## src/rtl/icache_ctrl.sv

```systemverilog
// Direct-mapped, read-only instruction cache with a background line-refill FSM.
// Define ICACHE_HIT_UNDER_MISS_EN to serve hits on other lines while a refill is in flight.
module icache_ctrl #(
  parameter int unsigned LINES  = 16,
  parameter int unsigned WORDS  = 4,
  parameter logic [31:0] SEG_LO = 32'h0000_0000,
  parameter logic [31:0] SEG_HI = 32'h0001_0000
) (
  input  logic        clk,
  input  logic        rst,
  input  logic        i_rd,
  input  logic [31:0] i_addr,
  input  logic        stall,
  input  logic        inv,
  output logic [31:0] i_data,
  output logic        i_miss,
  output logic        i_segfault,
  output logic        busy,
  output logic        mem_rd_req,
  output logic [31:0] mem_addr,
  input  logic        mem_rd_gnt,
  input  logic        mem_rd_valid,
  input  logic [31:0] mem_rd_data
);

  localparam int OFF_W = $clog2(WORDS);
  localparam int IDX_W = $clog2(LINES);
  localparam int TAG_W = 32 - 2 - OFF_W - IDX_W;

  typedef enum logic [1:0] {IDLE, REQ, FILL} state_t;

  state_t           state_q;
  logic [OFF_W-1:0] beat_q;
  logic             drop_q;
  logic [TAG_W-1:0] fillTag_q;
  logic [IDX_W-1:0] fillIdx_q;
  logic             memReq_q;
  logic [31:0]      data_q;
  logic             miss_q;
  logic             segf_q;
  logic [LINES-1:0] valid_q;
  logic [TAG_W-1:0] tagArr [LINES];
  logic [31:0]      dataArr [LINES][WORDS];

  logic [OFF_W-1:0] reqOff;
  logic [IDX_W-1:0] reqIdx;
  logic [TAG_W-1:0] reqTag;
  logic             reqFire;
  logic             lastBeat;
  logic             segfault;
  logic             hit;

  assign reqOff   = i_addr[OFF_W+1:2];
  assign reqIdx   = i_addr[OFF_W+2 +: IDX_W];
  assign reqTag   = i_addr[31 -: TAG_W];
  assign reqFire  = i_rd && !stall;
  assign lastBeat = (beat_q == OFF_W'(WORDS - 1));

  // Offsetting by SEG_LO folds the two-sided range check into one unsigned compare.
  always_comb begin
    segfault = ((i_addr - SEG_LO) >= (SEG_HI - SEG_LO)) || (i_addr[1:0] != 2'b00);
    hit      = valid_q[reqIdx] && (tagArr[reqIdx] == reqTag);
`ifdef ICACHE_HIT_UNDER_MISS_EN
    if ((state_q != IDLE) && (reqIdx == fillIdx_q)) hit = 1'b0;
`else
    if (state_q != IDLE) hit = 1'b0;
`endif
  end

  always_ff @(posedge clk or posedge rst) begin
    if (rst) begin
      state_q   <= IDLE;
      beat_q    <= '0;
      drop_q    <= 1'b0;
      fillTag_q <= '0;
      fillIdx_q <= '0;
      memReq_q  <= 1'b0;
      data_q    <= '0;
      miss_q    <= 1'b0;
      segf_q    <= 1'b0;
      valid_q   <= '0;
    end else begin
      if (!stall) begin
        if (!i_rd) begin
          miss_q <= 1'b0;
          segf_q <= 1'b0;
        end else if (segfault) begin
          miss_q <= 1'b0;
          segf_q <= 1'b1;
        end else if (hit) begin
          data_q <= dataArr[reqIdx][reqOff];
          miss_q <= 1'b0;
          segf_q <= 1'b0;
        end else begin
          miss_q <= 1'b1;
          segf_q <= 1'b0;
        end
      end

      if (inv) valid_q <= '0;

      // Misses seen while a refill is already in flight are not queued; the requester replays.
      case (state_q)
        IDLE: begin
          if (reqFire && !segfault && !hit) begin
            state_q   <= REQ;
            memReq_q  <= 1'b1;
            fillTag_q <= reqTag;
            fillIdx_q <= reqIdx;
            drop_q    <= 1'b0;
          end
        end
        REQ: begin
          if (inv) drop_q <= 1'b1;
          if (mem_rd_gnt) begin
            memReq_q <= 1'b0;
            beat_q   <= '0;
            state_q  <= FILL;
          end
        end
        FILL: begin
          if (inv) drop_q <= 1'b1;
          if (mem_rd_valid) begin
            beat_q <= beat_q + OFF_W'(1);
            if (beat_q == '0) valid_q[fillIdx_q] <= 1'b0;
            if (lastBeat) begin
              if (!drop_q && !inv) valid_q[fillIdx_q] <= 1'b1;
              state_q <= IDLE;
            end
          end
        end
        default: state_q <= IDLE;
      endcase
    end
  end

  // Storage arrays carry no reset; the valid bits alone decide what is resident.
  always_ff @(posedge clk) begin
    if ((state_q == FILL) && mem_rd_valid) begin
      dataArr[fillIdx_q][beat_q] <= mem_rd_data;
      if (beat_q == '0) tagArr[fillIdx_q] <= fillTag_q;
    end
  end

  assign i_data     = data_q;
  assign i_miss     = miss_q;
  assign i_segfault = segf_q;
  assign busy       = (state_q != IDLE);
  assign mem_rd_req = memReq_q;
  assign mem_addr   = {fillTag_q, fillIdx_q, {(OFF_W + 2){1'b0}}};

endmodule

```

## config.mk

```make
export PLATFORM = sky130hd
export DESIGN_NAME = icache_ctrl
export DESIGN_NICKNAME = d
export VERILOG_FILES = /design/src/rtl/icache_ctrl.sv
export SDC_FILE = /design/constraint.sdc
export NUM_CORES = 2
export LEC_CHECK = 0
export CAP_MARGIN = 10
export CORE_ASPECT_RATIO = 1.25
export CORE_UTILIZATION = 55
export CTS_CLUSTER_DIAMETER = 40
export CTS_CLUSTER_SIZE = 8
export DETAILED_ROUTE_END_ITERATION = 10
export GPL_TIMING_DRIVEN = 0
export PLACE_DENSITY = 0.71
export SKIP_LAST_GASP = 1
export SLEW_MARGIN = 20
export SYNTH_ARGS = -nofsm -noshare
export SYNTH_HDL_FRONTEND = slang
export SYNTH_SLANG_ARGS = --single-unit
```

## constraint.sdc

```tcl
create_clock -name clk -period 8.6 [get_ports clk]
set_input_delay 1.72 -clock clk [delete_from_list [all_inputs] [get_ports clk]]
set_output_delay 1.72 -clock clk [all_outputs]
set_load 0.05 [all_outputs]
```

# ---- Word level (Yosys, flattened, before mapping)
# Memory sizes are Yosys's and may differ from the RTL's.
# Index checks and enable logic that the tools add are counted.
dict set report word_totals {
  regBits 84
  ramBits 2432
  input_bits 71
  mem_count 2
}
# memory words word_bits read_ports rd_ports_with_merged_regs write_ports line
set mem_list {}
lappend mem_list {dataArr 16 128 1 0 1 43} ;# logic [31:0] dataArr [LINES][WORDS];
lappend mem_list {tagArr 16 24 1 0 1 42} ;# logic [TAG_W-1:0] tagArr [LINES];
dict set report op_classes {
  addsub 1
  order_cmp 7
  eq_ne 9
  mux 42
  bitwise_logic 7
  n_reduce_logical 28
}
# cell count
set ops {}
lappend ops {{$mux 128} 1}
lappend ops {{$mux 16} 8}
lappend ops {{$mux 32} 3}
lappend ops {{$bmux 32 s2} 1}
lappend ops {{$demux 32 s2} 1}
lappend ops {{$ge 32x17->1 const B} 1}
lappend ops {{$eq 24x24->1} 1}
lappend ops {{$and 16x16->16} 1}
lappend ops {{$mux 1} 16}
lappend ops {{$not 16->16} 1}
lappend ops {{$or 16x16->16} 1}
lappend ops {{$mux 2} 6}
lappend ops {{$lt 4x5->1 const B} 2}
lappend ops {{$reduce_bool 2->1} 5}
lappend ops {{$reduce_and 3->1} 3}
lappend ops {{$logic_and 1x1->1} 8}
lappend ops {{$ne 2x2->1 const B} 4}
lappend ops {{$reduce_and 4->1} 2}
lappend ops {{$ge 3x3->1 const B} 2}
lappend ops {{$not 2->3} 2}
lappend ops {{$pmux 2 s3} 1}
lappend ops {{$logic_not 1->1} 5}
lappend ops {{$bmux 1 s4} 1}
lappend ops {{$demux 1 s4} 1}
lappend ops {{13 further kinds} 17}

# ---- Depth between registers and ports, before layout
dict set report logic_depth {
  depth_word 14
  mapped_depth 15
}

# ---- Worst setup path before layout
# Ideal clock, no wire load.
dict set report synth_path {
  path_type {in2reg}
  from {input mem_rd_valid}
  to {memory dataArr[11][100] (netlist name) (enable)}
  setup_time_ns 0.472
  arrival_ns 4.816
  required_time_ns 8.128
  setup_slack_ns 3.312
  cell_stages 4
  path_cell_list {clkbuf_1 -> nand3_1 -> clkbuf_1 -> nor2_1}
}
dict set report synth_between {
  elab_chain_cells 3
}
# item line
set synth_lines {}
lappend synth_lines {{from (decl)} 22} ;# input logic mem_rd_valid,
lappend synth_lines {{$logic_and 1x1->1} 139} ;# if ((state_q == FILL) && mem_rd_valid) begin
lappend synth_lines {{$mux 1} 139}
lappend synth_lines {{$mux 128 (not written as such)} 140} ;# dataArr[fillIdx_q][beat_q] <= mem_rd_data;
lappend synth_lines {{to (decl)} 43}
# Every way passes these cells.

# ---- Worst setup path in the final report
dict set report layout_path {
  from {input i_addr[4]}
  to {register data_q[16] (netlist: i_data[16])}
}
dict set report layout_between {
  elab_chain_cells 5
  word_cells_on_any_way 14
}
# item line
set layout_lines {}
lappend layout_lines {{from (decl)} 12} ;# input logic [31:0] i_addr,
lappend layout_lines {{$mem_v2 16x24 / $bmux 1 s4 (equally long branches)} -}
lappend layout_lines {{$eq 24x24->1 / $mux 1 (equally long branches)} 62} ;# hit = valid_q[reqIdx] && (tagArr[reqIdx] == reqTag);
lappend layout_lines {{$logic_and 1x1->1} 62}
lappend layout_lines {{$mux 1} 66} ;# if (state_q != IDLE) hit = 1'b0;
lappend layout_lines {{$reduce_and 4->1 (no source line)} -}
lappend layout_lines {{to (signal assigned)} 91} ;# data_q <= dataArr[reqIdx][reqOff];
lappend layout_lines {{to (decl)} 38} ;# logic [31:0] data_q;
# Parallel ways exist; a longest one is shown, timed or not. The select of a mux whose other input is x is not followed.
# A chain may end at the register's enable or synchronous reset.

==> metrics.txt <==
# TYPE chip_impl_metric gauge
chip_impl_info{name="family_with_the_most_delay_on_the_worst_path",value="buffers and inverters"} 1
chip_impl_metric{name="floorplan.core_area",unit="µm²"} 174000
chip_impl_info{name="cts_tree",value="yes"} 1
chip_impl_metric{name="die_x",unit="µm"} 377
chip_impl_info{name="crit_path_top_delay_cell",value="sky130_fd_sc_hd__clkbuf_1"} 1
chip_impl_metric{name="initialDrtViolationCount",unit=""} 6289
chip_impl_info{name="min_path_type",value="reg -> reg"} 1
chip_impl_metric{name="synth.cell_area",unit="µm²"} 96900
chip_impl_info{name="worst_setup_sp_type",value="primary input"} 1
chip_impl_metric{name="cts_made_buffers",unit=""} 373
chip_impl_metric{name="num_rows",unit=""} 171
chip_impl_metric{name="detailedPlacementHpwl",unit="µm"} 170000
chip_impl_metric{name="synth_cell_types",unit=""} 65
chip_impl_metric{name="drcViolationCount",unit=""} 0
chip_impl_metric{name="setup-violations-final",unit=""} 0
chip_impl_metric{name="grt_first_pass_wirelength",unit="µm"} 379000
chip_impl_metric{name="postSynthRegisterBits",unit=""} 2516
chip_impl_metric{name="drt-pass1-iter-count",unit=""} 6
chip_impl_metric{name="timing.fmax",unit="MHz"} 160
chip_impl_metric{name="async_reset_ff_share",unit="%"} 3.34
chip_impl_metric{name="drt-vias-per-instance",unit=""} 6.80
chip_impl_metric{name="cp.arrival",unit="ns"} 7.07
chip_impl_info{name="layout.cells.most_common_list",value="sky130_fd_sc_hd__edfxtp_1, sky130_fd_sc_hd__mux4_2, sky130_fd_sc_hd__clkbuf_16"} 1
chip_impl_metric{name="powerDensity",unit="nW/µm²"} 243
chip_impl_metric{name="die-area",unit="µm²"} 178000
chip_impl_metric{name="crit_path_max_incr_delay",unit="ns"} 0.84
chip_impl_info{name="crit_path_end_kind",value="flop"} 1
chip_impl_metric{name="cts.repair_timing.setup_buffer_count",unit=""} 0
chip_impl_info{name="path_class",value="in -> reg"} 1
chip_impl_metric{name="antenna_violating_nets_post_route",unit=""} 0
chip_impl_metric{name="power.static_leakage",unit="µW"} 0.0375
chip_impl_metric{name="post_route_standard_cell_area_excluding_fillers",unit="µm²"} 115000
chip_impl_metric{name="period_minus_slack",unit="ns"} 6.25
chip_impl_metric{name="cap_viol_max_count",unit=""} 0
chip_impl_info{name="setup_repair_after_global_routing_missed_its_margin",value="no"} 1
chip_impl_info{name="beginning_of_the_worst_hold_path",value="i_segfault$_DFFE_PP0N_"} 1
chip_impl_metric{name="areaGrowthSynthToFinish",unit="%"} 19.2
chip_impl_metric{name="maxSlewHeadroom",unit="%"} 12.7
chip_impl_metric{name="syn_area_per_cell",unit="µm²"} 24.2
chip_impl_metric{name="cp_num_buf_inv",unit=""} 8
chip_impl_metric{name="gr-total-overflow",unit=""} 0
chip_impl_info{name="cts_root_buf",value="sky130_fd_sc_hd__clkbuf_16"} 1
chip_impl_info{name="launching_point_of_the_worst_reg2reg_path",value="tagArr[7][0]$_DFFE_PP_"} 1
chip_impl_metric{name="maxSlewViolCount",unit=""} 0
chip_impl_metric{name="clkLatencyLatePin",unit="ns"} 0.96
chip_impl_metric{name="overall_via_count_from_detail_route",unit=""} 48900
chip_impl_metric{name="synth_edf_count",unit=""} 2432
chip_impl_metric{name="numPortBuffers",unit=""} 129
chip_impl_metric{name="worstMarginPinSlew",unit="ns"} 1.31
chip_impl_metric{name="cts_repair_resize_count",unit=""} 0
chip_impl_metric{name="wl_per_cell",unit="µm"} 37.6
chip_impl_metric{name="htreeDepth",unit=""} 5
chip_impl_metric{name="worst_ep_required_time",unit="ns"} 9.42
chip_impl_metric{name="vias_in_the_first_global_route",unit=""} 50800
chip_impl_metric{name="vdd_ir_drop_max",unit="µV"} 145
chip_impl_metric{name="track_usage",unit="%"} 31.0
chip_impl_metric{name="period_share",unit="%"} 72.7
chip_impl_metric{name="floorplan.initialDensity",unit="%"} 55.6
chip_impl_info{name="critPathLaunch",value="i_addr[4]"} 1
chip_impl_metric{name="dpl_cell_area",unit="µm²"} 105000
chip_impl_info{name="cell_occurring_most_often_along_the_worst_timing_path",value="sky130_fd_sc_hd__buf_6"} 1
chip_impl_metric{name="synthesis.yosys.warnings",unit=""} 0
chip_impl_metric{name="postRouteWirelength",unit="µm"} 271000
chip_impl_info{name="layout.cells.most_common",value="sky130_fd_sc_hd__edfxtp_1"} 1
chip_impl_metric{name="largest_net_degree_at_the_start_of_global_routing",unit=""} 65
chip_impl_metric{name="skew",unit="ns"} 0.0743
chip_impl_metric{name="cts_max_path_buffers",unit=""} 4
chip_impl_metric{name="ios",unit=""} 139
chip_impl_metric{name="postSynthCellCount",unit=""} 4003
chip_impl_metric{name="dieHeight",unit="µm"} 471
chip_impl_metric{name="crit_fanout",unit=""} 11
chip_impl_metric{name="path_clk_slew",unit="ns"} 0.05
chip_impl_metric{name="nNetsFinal",unit=""} 4742
chip_impl_metric{name="cts.sinks",unit=""} 2516
chip_impl_metric{name="gp_congestion",unit=""} 0.947
chip_impl_info{name="status",value="complete, no violations"} 1
chip_impl_metric{name="antenna_found_initial",unit=""} 30
chip_impl_metric{name="yosysSeqAreaShare",unit="%"} 77.6
chip_impl_metric{name="post_route_cells_drive_above_1_share",unit="%"} 32.3
chip_impl_info{name="synthFlopType",value="sky130_fd_sc_hd__edfxtp_1"} 1
chip_impl_metric{name="fin_tns_setup",unit="ns"} 0
chip_impl_info{name="path_cells",value="clkdlybuf4s50_1 > buf_6 > buf_6 > buf_6 > buf_6 > buf_6 > clkbuf_1 > buf_2 > mux4_2 > mux4_2 > mux4_2 > mux2_4"} 1
chip_impl_metric{name="cts.hold.buffers_added",unit=""} 0
chip_impl_metric{name="timing_hold_violations_final",unit=""} 0
[path summary, 6_finish.rpt]
| kind | end | slack (ns) | cells after the start |
|---|---|---|---|
| setup / recovery | i_data[16]$_DFFE_PP0P_ | 2.35 | 12 |
| hold / removal | i_segfault$_DFFE_PP0N_ | 0.48 | 2 |
| setup reg to reg | i_data[18]$_DFFE_PP0P_ | 4.53 | 10 |
| hold reg to reg | i_segfault$_DFFE_PP0N_ | 0.48 | 2 |
| max in group asynchronous | fillTag_q[8]$_DFFE_PP0P_ | 6.65 | 3 |
| min in group asynchronous | fillIdx_q[3]$_DFFE_PP0P_ | 1.21 | 2 |
[logic make-up (layout without fill, tap and decap cells)]
| logic type | Yosys count | count (layout) | synth area share (%) |
|---|---|---|---|
| flops | 2516 | 2516 | 77.6 |
| mux | 883 | 883 | 18.9 |
| buf+inv | 244 | 1086 | 1.23 |
| simple gates | 207 | 207 | 1.05 |
| compound gates | 118 | 118 | 0.925 |
| xor+xnor | 25 | 25 | 0.226 |
| fa+ha+maj | 9 | 9 | 0.116 |
| other cells | 1 | 13 | 0.00387 |
[metal layers]
metal	GRT usage (%)	up-vias	routed length, µm	share of wire [%]
li1	-	18600	-	-
met1	37.6	25700	89000	33
met2	51.9	3684	137000	51
met3	7.58	897	28900	11
met4	15.3	16	15300	5.6
met5	0	-	103	0.038
[area by class of cell]
cell class	instances	area, µm²
multi-input cells	1246	21000
inverters	33	131
diodes	9	22.5
fillers	10500	58900
clock buffers	545	10200
flip-flops and latches	2516	75100
plain buffers	211	1100
clock inverters	16	114
repair buffers	281	4790
well taps	2335	2920
[metrics by stage]
stage	cells	hold slack, ns	utilization [%]	total power [µW]	setup slack [ns]
final	7192	0.484	66.2	28000	2.35
after global routing	7184	0.519	66.2	28700	2.33
after CTS	7183	0.487	66.2	28100	2.45
after detailed placement	6622	0.477	60.3	15200	1.48
after global placement	6470	0.490	58.0	15200	-0.286
after floorplan	4006	0.486	-	14600	3.31
[state kept, by name (all words and copies together), names as in the netlist]
name / cells
valid_q: 16
i_data: 32
fillIdx_q: 4
fillTag_q: 24
tagArr: 384
dataArr: 2048
mem_rd_req: 1
beat_q: 2
state_q: 2
i_miss: 1
drop_q: 1
i_segfault: 1
[synth_stat cells (24+ instances only)]
master                     count  area, µm²
sky130_fd_sc_hd__inv_1        31        116
sky130_fd_sc_hd__mux2_4       30        450
sky130_fd_sc_hd__clkbuf_1    100        375
sky130_fd_sc_hd__mux2i_1      83        831
sky130_fd_sc_hd__nor2_1       76        285
sky130_fd_sc_hd__buf_2        59        295
sky130_fd_sc_hd__nand2_1      34        128
sky130_fd_sc_hd__mux4_2      741      16700
sky130_fd_sc_hd__dfrtp_1      84       2100
sky130_fd_sc_hd__mux2_2       24        270
sky130_fd_sc_hd__edfxtp_1   2432      73000
[worst register-to-register path, stage by stage (launching register included)]
cell	delay, ns
sky130_fd_sc_hd__edfxtp_1	0.36
sky130_fd_sc_hd__mux4_2	0.49
sky130_fd_sc_hd__mux2i_1	0.21
sky130_fd_sc_hd__xor2_1	0.41
sky130_fd_sc_hd__nand3_1	0.15
sky130_fd_sc_hd__o41ai_2	0.36
sky130_fd_sc_hd__nand4_1	0.21
sky130_fd_sc_hd__nor4_4	0.72
sky130_fd_sc_hd__nand2_2	0.39
sky130_fd_sc_hd__buf_6	0.32
sky130_fd_sc_hd__mux2_4	0.34
[power by group]
| part | switching (µW) | internal, µW |
|---|---|---|
| Combinational | 921 | 579 |
| Clock | 4970 | 8050 |
| Sequential | 27.0 | 13500 |
(Power assumes the default switching activity.)
